### config.mk
export PLATFORM = sky130hd
export DESIGN_NAME = mul_result_unpack
export DESIGN_NICKNAME = d
export VERILOG_FILES = /design/src/rtl/mul_result_unpack.sv
export SDC_FILE = /design/constraint.sdc
export NUM_CORES = 1
export LEC_CHECK = 0
export CAP_MARGIN = 20
export CELL_PAD_IN_SITES_DETAIL_PLACEMENT = 1
export CELL_PAD_IN_SITES_GLOBAL_PLACEMENT = 1
export CORE_MARGIN = 2
export CORE_UTILIZATION = 45
export CTS_BUF_LIST = sky130_fd_sc_hd__clkbuf_8
export DETAILED_ROUTE_END_ITERATION = 10
export PLACE_DENSITY = 0.86
export SLEW_MARGIN = 5
export SYNTH_ARGS = -nofsm -noshare
export SYNTH_HDL_FRONTEND = slang
export SYNTH_SLANG_ARGS = --single-unit
### constraint.sdc
create_clock -name clk -period 4.7 [get_ports clk]
set_clock_uncertainty 0.15 [all_clocks]
set_input_delay 0.94 -clock clk [delete_from_list [all_inputs] [get_ports clk]]
set_output_delay 0.94 -clock clk [all_outputs]
set_load 0.02 [all_outputs]
### src/rtl/mul_result_unpack.sv
// mul_result_unpack: buffers 67-bit Booth multiplier products in a small FIFO,
// range-checks each one, and serialises it as two 32-bit beats on a
// valid/ready result bus.
module mul_result_unpack #(
  parameter int DEPTH    = 2,
  parameter bit LO_FIRST = 1'b1
) (
  input  logic        clk,
  input  logic        rst,
  input  logic        prod_valid,
  input  logic [66:0] product,
  output logic        prod_ready,
  output logic [31:0] out_data,
  output logic        out_valid,
  input  logic        out_ready,
  output logic        out_last,
  output logic        out_ovf32,
  output logic        out_ext_err,
  output logic        overrun
);

  localparam int PW = (DEPTH > 1) ? $clog2(DEPTH) : 1;
  localparam int CW = $clog2(DEPTH + 1);

  localparam logic [CW-1:0] DEPTH_C = CW'(DEPTH);
  localparam logic [PW-1:0] PTR_MAX = PW'(DEPTH - 1);

  typedef enum logic {
    PH_FIRST  = 1'b0,
    PH_SECOND = 1'b1
  } phase_t;

  // Entry layout: {lo[31:0], hi[31:0], ovf32, ext_err}
  logic [65:0]   mem_q [DEPTH];
  logic [65:0]   mem_d [DEPTH];
  logic [PW-1:0] wr_ptr_q, wr_ptr_d;
  logic [PW-1:0] rd_ptr_q, rd_ptr_d;
  logic [CW-1:0] count_q, count_d;
  phase_t        ph_q, ph_d;
  logic          overrun_q, overrun_d;

  logic        push;
  logic        pop;
  logic        fire;
  logic        ovf_in;
  logic        ext_in;
  logic [65:0] head;
  logic        sel_lo;

  // Handshake decode, push-time flag computation, and head-entry output mux
  always_comb begin
    ovf_in      = ~(&product[66:31] | ~|product[66:31]);
    ext_in      = ~(&product[66:63] | ~|product[66:63]);
    prod_ready  = (count_q < DEPTH_C);
    out_valid   = (count_q != '0);
    push        = prod_valid && prod_ready;
    fire        = out_valid && out_ready;
    pop         = fire && (ph_q == PH_SECOND);
    head        = mem_q[rd_ptr_q];
    sel_lo      = LO_FIRST ? (ph_q == PH_FIRST) : (ph_q == PH_SECOND);
    out_data    = '0;
    out_last    = 1'b0;
    out_ovf32   = 1'b0;
    out_ext_err = 1'b0;
    // Outputs are masked when empty so stale, never-reset storage can't leak
    if (out_valid) begin
      out_data    = sel_lo ? head[65:34] : head[33:2];
      out_last    = (ph_q == PH_SECOND);
      out_ovf32   = head[1];
      out_ext_err = head[0];
    end
    overrun = overrun_q;
  end

  // Next-state for storage, pointers, occupancy, beat phase and overrun flag
  always_comb begin
    mem_d     = mem_q;
    wr_ptr_d  = wr_ptr_q;
    rd_ptr_d  = rd_ptr_q;
    count_d   = count_q;
    ph_d      = ph_q;
    overrun_d = overrun_q;

    if (push) begin
      mem_d[wr_ptr_q] = {product[31:0], product[63:32], ovf_in, ext_in};
      wr_ptr_d        = (wr_ptr_q == PTR_MAX) ? '0 : wr_ptr_q + 1'b1;
    end
    if (prod_valid && !prod_ready) begin
      overrun_d = 1'b1;
    end

    if (fire) begin
      if (ph_q == PH_FIRST) begin
        ph_d = PH_SECOND;
      end else begin
        ph_d     = PH_FIRST;
        rd_ptr_d = (rd_ptr_q == PTR_MAX) ? '0 : rd_ptr_q + 1'b1;
      end
    end

    case ({push, pop})
      2'b10:   count_d = count_q + 1'b1;
      2'b01:   count_d = count_q - 1'b1;
      default: count_d = count_q;
    endcase
  end

  // Control state register with synchronous reset
  always_ff @(posedge clk) begin
    if (rst) begin
      wr_ptr_q  <= '0;
      rd_ptr_q  <= '0;
      count_q   <= '0;
      ph_q      <= PH_FIRST;
      overrun_q <= 1'b0;
    end else begin
      wr_ptr_q  <= wr_ptr_d;
      rd_ptr_q  <= rd_ptr_d;
      count_q   <= count_d;
      ph_q      <= ph_d;
      overrun_q <= overrun_d;
    end
  end

  // Product storage; contents are only observed through occupied entries
  always_ff @(posedge clk) begin
    mem_q <= mem_d;
  end

endmodule

After elaboration in Yosys (flattened, before gate mapping)
Cells that the tools add are included.
{"block": "word_totals", "elab_cells": 53, "output_inout_bits": 38, "register_bits": 138}
{"block": "op_classes", "order_cmp": 4, "addsub": 4, "n_bitwise": 6, "reduce_logical": 15, "muxes": 15, "eq_ne": 2}
{"cell": "66-bit 2-to-1 mux", "count": 4}
{"cell": "132-bit bitwise mux", "count": 1}
{"cell": "66-bit demux with 1-bit select", "count": 1}
{"cell": "32-bit 2-to-1 mux", "count": 2}
{"cell": "36-bit AND reduction", "count": 1}
{"cell": "36-bit OR reduction", "count": 1}
{"cell": "1-bit 2-to-1 mux", "count": 6}
{"cell": "1-bit logical AND", "count": 5}
{"cell": "2-bit greater-or-equal comparator, second input constant", "count": 2}
{"cell": "1-bit inverter with 2-bit output", "count": 2}
{"cell": "2-bit one-hot mux with 2 select lines", "count": 1}
{"cell": "4-bit AND reduction", "count": 1}
{"cell": "2-bit nonzero test", "count": 2}
{"cell": "4-bit OR reduction", "count": 1}
{"cell": "1-bit logical NOT", "count": 3}
{"cell": "1-bit adder, second input constant", "count": 2}
{"cell": "2-bit by 1-bit adder with 2-bit output, second input constant", "count": 1}
{"cell": "2-bit by 1-bit equality test with 1-bit output, second input constant", "count": 1}
{"cell": "2-bit equality test, second input constant", "count": 1}
{"cell": "2-bit by 1-bit < comparator with 1-bit output, second input constant", "count": 1}
{"cell": "2-bit < comparator, second input constant", "count": 1}
{"cell": "1-bit inverter", "count": 2}
{"cell": "1-bit bitwise OR", "count": 2}
{"cell": "2-bit AND reduction", "count": 1}
{"cell": "2-bit by 1-bit subtractor with 2-bit output, second input constant", "count": 1}

Logic depth before layout (Yosys ltp)
Gate-level depths: netlist (run 1).
{"block": "logic_depth", "ltp_word": 6, "depth_mapped": 7}

Worst setup path after synthesis (run 1)
No wires, ideal clock.
{"block": "synth_timing", "path_type": "input to register", "start": "input port prod_valid", "end": "register mem_q[100] (netlist bit), enable pin", "setup_slack_ns": 0.256, "n_path_buf": 0, "arrival_time_ns": 3.803, "setup_time_ns": 0.490, "stages": 2, "t_required_ns": 4.060, "path_cell_list": "nand2_1 -> nor2_1"}
{"block": "synth_via", "elab_chain_len": 1}
{"element": "start: declaration", "line_no": "10", "rtl": "input logic prod_valid,"}
{"element": "1-bit logical AND", "line_no": "56", "rtl": "push = prod_valid && prod_ready;"}
{"element": "end signal: assignment", "line_no": "127", "rtl": "mem_q <= mem_d;"}
{"element": "end: declaration", "line_no": "34", "rtl": "logic [65:0] mem_q [DEPTH];"}
Every way passes these cells.
A chain may end at the register's enable or synchronous reset.

Worst setup path in the final report (run 1)
{"block": "layout_timing", "start": "register rd_ptr_q", "end": "output port out_data[10]"}
{"block": "layout_via", "elab_chain_len": 6}
{"element": "start: declaration", "line_no": "37", "rtl": "logic [PW-1:0] rd_ptr_q, rd_ptr_d;"}
{"element": "start signal: assignment", "line_no": "118", "rtl": "rd_ptr_q <= rd_ptr_d;"}
{"element": "1-bit inverter with 2-bit output (not written as such)", "line_no": "59", "rtl": "head = mem_q[rd_ptr_q];"}
{"element": "66-bit 2-to-1 mux (not written as such) (3 in a row)", "line_no": "59"}
{"element": "32-bit 2-to-1 mux", "line_no": "67", "rtl": "out_data = sel_lo ? head[65:34] : head[33:2];"}
{"element": "32-bit 2-to-1 mux", "line_no": "66", "rtl": "if (out_valid) begin"}
{"element": "end: declaration", "line_no": "13", "rtl": "output logic [31:0] out_data,"}
Every way passes these cells. The select of a mux whose other input is x is not followed.

==> impl_metrics.toml, run 1 <==
[synth]
synth_top_family_by_area = "multiplexers"
synth_compound_area_share_pct = 0.3671
synth.distinct_cells = 26
synth_cells = 268
yosysTopAreaCell = "edfxtp_1"
synthSimpleGateAreaFrac_pct = 7.756
seq_area_frac_synth_pct = 74.90
synth_xor_area_share_pct = 0.8031
yosys_warnings = 0
synth_fp_nets = 340
ys_ff_latch = 138
synth.avg_cell_area_um2 = 20.35
synthTopCellsByArea = "edfxtp_1, mux4_2, and2_1"
synth_mux_area_share_pct = 13.93
netlist.area_leader.share_pct = 72.69
synthAdderAreaFrac_pct = 0.2295
synth_area_um2 = 5453

[power]
p_int_mw = 2.166
pwr-share-clk_pct = 27.7
power_frac_seq_pct = 52.7
ir_drop_uv = 188.4
p_leak_nw = 2.263
swShare_pct = 25.74
combPwrFrac_pct = 19.6
powerDensity_nw_per_um2 = 416.4
switchingPower_mw = 0.7508

[final_layout]
final_cell_mix = "edfxtp_1, clkdlybuf4s50_1, and2_1"
mostFrequentLayoutCell = "edfxtp_1"
fillers = 1087
nets = 461
antenna_cells = 0
area_delta_synth_final_pct = 28.45
layout-drive-gt1-share_pct = 14.93

[floorplanning]
start_util_pct = 45.78
die-height_um = 114.1
rows = 40
core_area_um2 = 11910
ios = 109
die_w_um = 114.1
die_area_um2 = 13010

[grt]
grt_usage_pct = 19.68
antenna_found_initial = 0
grt_pass1_wl_um = 18370
grt_overflow_total = 0
grt_max_degree = 45
grt_pass1_vias = 3294

[detailed_routing]
drtIter0Drc = 119
finalWirelength_um = 11950
final_antenna_net_count = 0
vias = 2976
wl_per_cell_um = 21.77
viasPerCell = 5.421
first_pass_iters = 4
drc = 0

[place]
hpwl_um = 8252
gp_congestion = 0.7336
numPortBuffers = 108
dp_slack_ps = 1117

[flow_run]
drv_cap = 0

[timing]
fin_ws_ps = 715.8
worst_slew_pin_slew_ps = 973.9
setup_violations = 0
relSlewSlack_pct = 35.00
slew_viol_final = 0
final-hold-violation-count = 0
max_clock_freq_mhz = 251.0
period_needed_ps = 3984
grt_setup_unrepaired = "false"
fin_tns_setup_ps = 0
finalCritPeriodShare_pct = 84.77

[worst_setup_path]
slowest_stage = "dfxtp_2"
critPathLaunchType = "register"
path_max_fanout = 25
path_cells = "buf_4, mux4_2, and2_1, clkdlybuf4s50_1"
cp-end-kind = "output pin"
critical_path_required_ps = 3610
crit_type = "reg2out"
slowest_delay_ps = 910
cp.arrival_ps = 2890

[clock_network]
cts_htree_levels = 4
hold_buffers = 0
worstSkewPairLatency_ps = 430
cts_tree = "built"
cts_buffers = 17
post_cts_buffers = 0
max-clock-path-buffers = 2
cts_resized = 0
clock-sinks = 138
clk_pin_slew_ps = 70
cts-root-buf = "clkbuf_8"

[run_status]
status = "completed"

[worst_hold_path]
hold_class = "reg2reg"
## state kept, by name, summed over array words and instances (netlist names)
signal and cells:
rd_ptr_q 1, count_q 2, mem_q 132, wr_ptr_q 1, overrun 1, ph_q 1
## critical path, delay by kind of cell, from the launching register on
family / cells / cell delay (ps)
buf+inv: 2 / 880
flops: 1 / 910
mux: 1 / 500
simple gates: 1 / 170
## cell type report
cell class	count	area, um2	area share (%)
multi-input combinational	117	1267	18.10
timing repair buffer	113	1131	16.15
inverter	2	7.507	0.1072
clock buffer	17	234.0	3.340
sequential	138	4086	58.34
clock inverter	15	93.84	1.340
tap	147	183.9	2.626
## logic make-up after synthesis
family / count (synthesis)
AOI/OAI and AO/OA: 4
xor gates and xnor gates: 5
adders and majority gates: 1
buffers and inverters: 13
DFF: 138
muxes: 34
and+or+nand+nor: 73
## per-stage QoR
| stage | instance area (um2) | total power [mW] | hold WS, ps | util, % | cells |
|---|---|---|---|---|---|
| detailed placement | 6676 | 2.147 | 330.9 | 56.05 | 517 |
| finish | 7004 | 2.916 | 348.6 | 58.80 | 549 |
| global placement | 6676 | 2.119 | 302.3 | 56.05 | 517 |
| CTS | 7004 | 2.951 | 349.1 | 58.80 | 549 |
| floorplan | 5453 | 1.854 | 328.4 | - | 268 |
| global route | 7004 | 3.044 | 376.2 | 58.80 | 549 |
## synth_stat cells
cell type / instances
buf_12: 3
or4_1: 1
nand3_1: 1
mux2i_1: 2
mux4_1: 5
o21ai_0: 1
and2_1: 33
mux4_2: 27
xnor2_1: 2
edfxtp_1: 132
nand4_1: 10
nand2_1: 3
dfxtp_1: 6
nor2b_1: 1
inv_1: 2
ha_1: 1
or3_1: 1
buf_2: 4
xor2_1: 3
nor2_1: 9
nor4_1: 9
clkbuf_1: 3
a21oi_1: 3
buf_6: 1
and3_1: 2
nor3_1: 3
## power groups by stage
stage               sequential [mW]  clock, mW  combinational [mW]
CTS                            1.54      0.829               0.581
detailed placement             1.57          0               0.579
finish                         1.54      0.808               0.571
floorplan                      1.53          0               0.323
global placement               1.55          0               0.564
global route                   1.55      0.884               0.611
## routing by layer
layer	global-route usage (%)	share of wire [%]	vias up
met5	0	0	-
met3	4.076	3.3	22
met4	9.106	2.2	0
li1	-	-	1344
met2	33.65	53	77
met1	24.18	41	1533
## path summary, 6_finish.rpt
| kind | start | endpoint | cells past startpoint | slack, ps |
|---|---|---|---|---|
| setup / recovery | rd_ptr_q$_SDFFE_PP0P_ | out_data[10] | 4 | 720 |
| hold / removal | overrun$_SDFFE_PP0P_ | overrun$_SDFFE_PP0P_ | 2 | 350 |
| setup reg to reg | count_q[1]$_SDFFE_PP0P_ | count_q[1]$_SDFFE_PP0P_ | 6 | 2070 |
| hold reg to reg | overrun$_SDFFE_PP0P_ | overrun$_SDFFE_PP0P_ | 2 | 350 |
No activity file was read; power rests on OpenSTA's default activity.
==> run 2, diff against run 1 <==
- clock period: 4.7 -> 4 ns (I/O delays scaled with it)
==> impl_metrics.toml, run 2 (synthesis gave the netlist of run 1 again) <==
[timing]
final-hold-violation-count = 0
period_needed_ps = 3651
max_clock_freq_mhz = 273.9
fin_ws_ps = 348.9
setup_violations = 0
finalCritPeriodShare_pct = 91.28
fin_tns_setup_ps = 0
grt_setup_unrepaired = "false"
hold_ws_ps = 326.8
worst_slew_pin_slew_ps = 712.6
relSlewSlack_pct = 52.49
slew_viol_final = 0

[floorplanning]
die_area_um2 = 13010
start_util_pct = 45.78
die-height_um = 114.1
core_area_um2 = 11910
die_w_um = 114.1
rows = 40
ios = 109

[worst_setup_path]
cp-startpoint = "rd_ptr_q$_SDFFE_PP0P_"
r2r_end = "count_q[1]$_SDFFE_PP0P_"
rrSetupSlack_ps = 1620
critical_path_required_ps = 3050
cp.arrival_ps = 2700
rr_worst_depth = 6
critPathLaunchType = "register"
cp-end-kind = "output pin"
crit_type = "reg2out"
reg2reg_from = "count_q[1]$_SDFFE_PP0P_"
path_max_fanout = 21

[detailed_routing]
vias = 3038
first_pass_iters = 4
viasPerCell = 5.504
finalWirelength_um = 12420
drtIter0Drc = 129
wl_per_cell_um = 22.50
drc = 0
final_antenna_net_count = 0

[grt]
grt_pass1_vias = 3330
antenna_found_initial = 0
grt_pass1_wl_um = 18820
grt_overflow_total = 0
grt_usage_pct = 20.05
grt_max_degree = 45

[place]
placed_area_um2 = 6719
numPortBuffers = 108
dp_slack_ps = 791.2
dpl.cell_count = 521
gp_congestion = 0.7648
hpwl_um = 8749

[clock_network]
clock-sinks = 138
hold_buffers = 0
max-clock-path-buffers = 2
post_cts_buffers = 0
cts-root-buf = "clkbuf_8"
cts_htree_levels = 4
worstSkewPairLatency_ps = 440
clk_pin_slew_ps = 70
cts_buffers = 17
cts_resized = 0
cts_tree = "built"

[final_layout]
fillers = 1075
stdcell_area_um2 = 7116
antenna_cells = 0
nets = 465
postLayoutCoreUtil_pct = 59.74
layout-drive-gt1-share_pct = 16.05
reg_top3 = "mem_q: 132 flops, count_q: 2 flops"
final_cells = 552
final_cell_mix = "edfxtp_1, clkdlybuf4s50_1, and2_1"
mostFrequentLayoutCell = "edfxtp_1"
regMostFlops = "mem_q"
area_delta_synth_final_pct = 30.50
largest_reg_flops = 132

[worst_hold_path]
hold_class = "reg2reg"
worstHoldStart = "overrun$_SDFFE_PP0P_"
hold_path_end = "overrun$_SDFFE_PP0P_"
worstHoldPathCells = 2

[power]
ir_drop_uv = 225.2
p_leak_nw = 2.313
finalPower_mw = 3.650
powerDensity_nw_per_um2 = 513.0

[run_status]
status = "completed"

[flow_run]
drv_cap = 0
-- run 2: power by group --
part | total (mW) | internal [mW] | leakage, nW | switching [mW]
Clock | 1.15 | 0.657 | 0.211 | 0.491
Combinational | 0.717 | 0.348 | 0.825 | 0.369
Sequential | 1.78 | 1.74 | 1.28 | 0.0467
Total | 3.65 | 2.74 | 2.31 | 0.907
-- run 2: cell type report --
class	count	area, um2	share of cell area [%]
tap	147	183.9	2.585
inverter	2	7.507	0.1055
timing repair buffer	117	1174	16.49
clock inverter	14	162.7	2.286
multi-input combinational	117	1267	17.81
clock buffer	17	234.0	3.288
sequential	138	4086	57.43
-- run 2: per-layer routing --
layer / track usage [%] / wire length (um)
met2: 33.41 / 6540
met5: 0 / 0
met4: 8.455 / 306
met1: 25.69 / 4936
met3: 4.341 / 635
-- run 2: critical path, stage by stage, from the launching register on --
cell and delay, ps:
dfxtp_2 700, buf_12 280, mux4_1 570, and2_1 170, clkdlybuf4s50_1 530
-- run 2: worst max-delay path by stage --
stage                           end  slack, ps  cells after the start
5_1_grt                out_data[16]        220                      4
6_report               out_data[31]        350                      4
3_3_place_gp           out_data[31]        820                      4
3_5_place_dp           out_data[31]        790                      4
2_1_floorplan  mem_q[100]$_DFFE_PP_        800                      2
4_1_cts                out_data[31]        310                      4
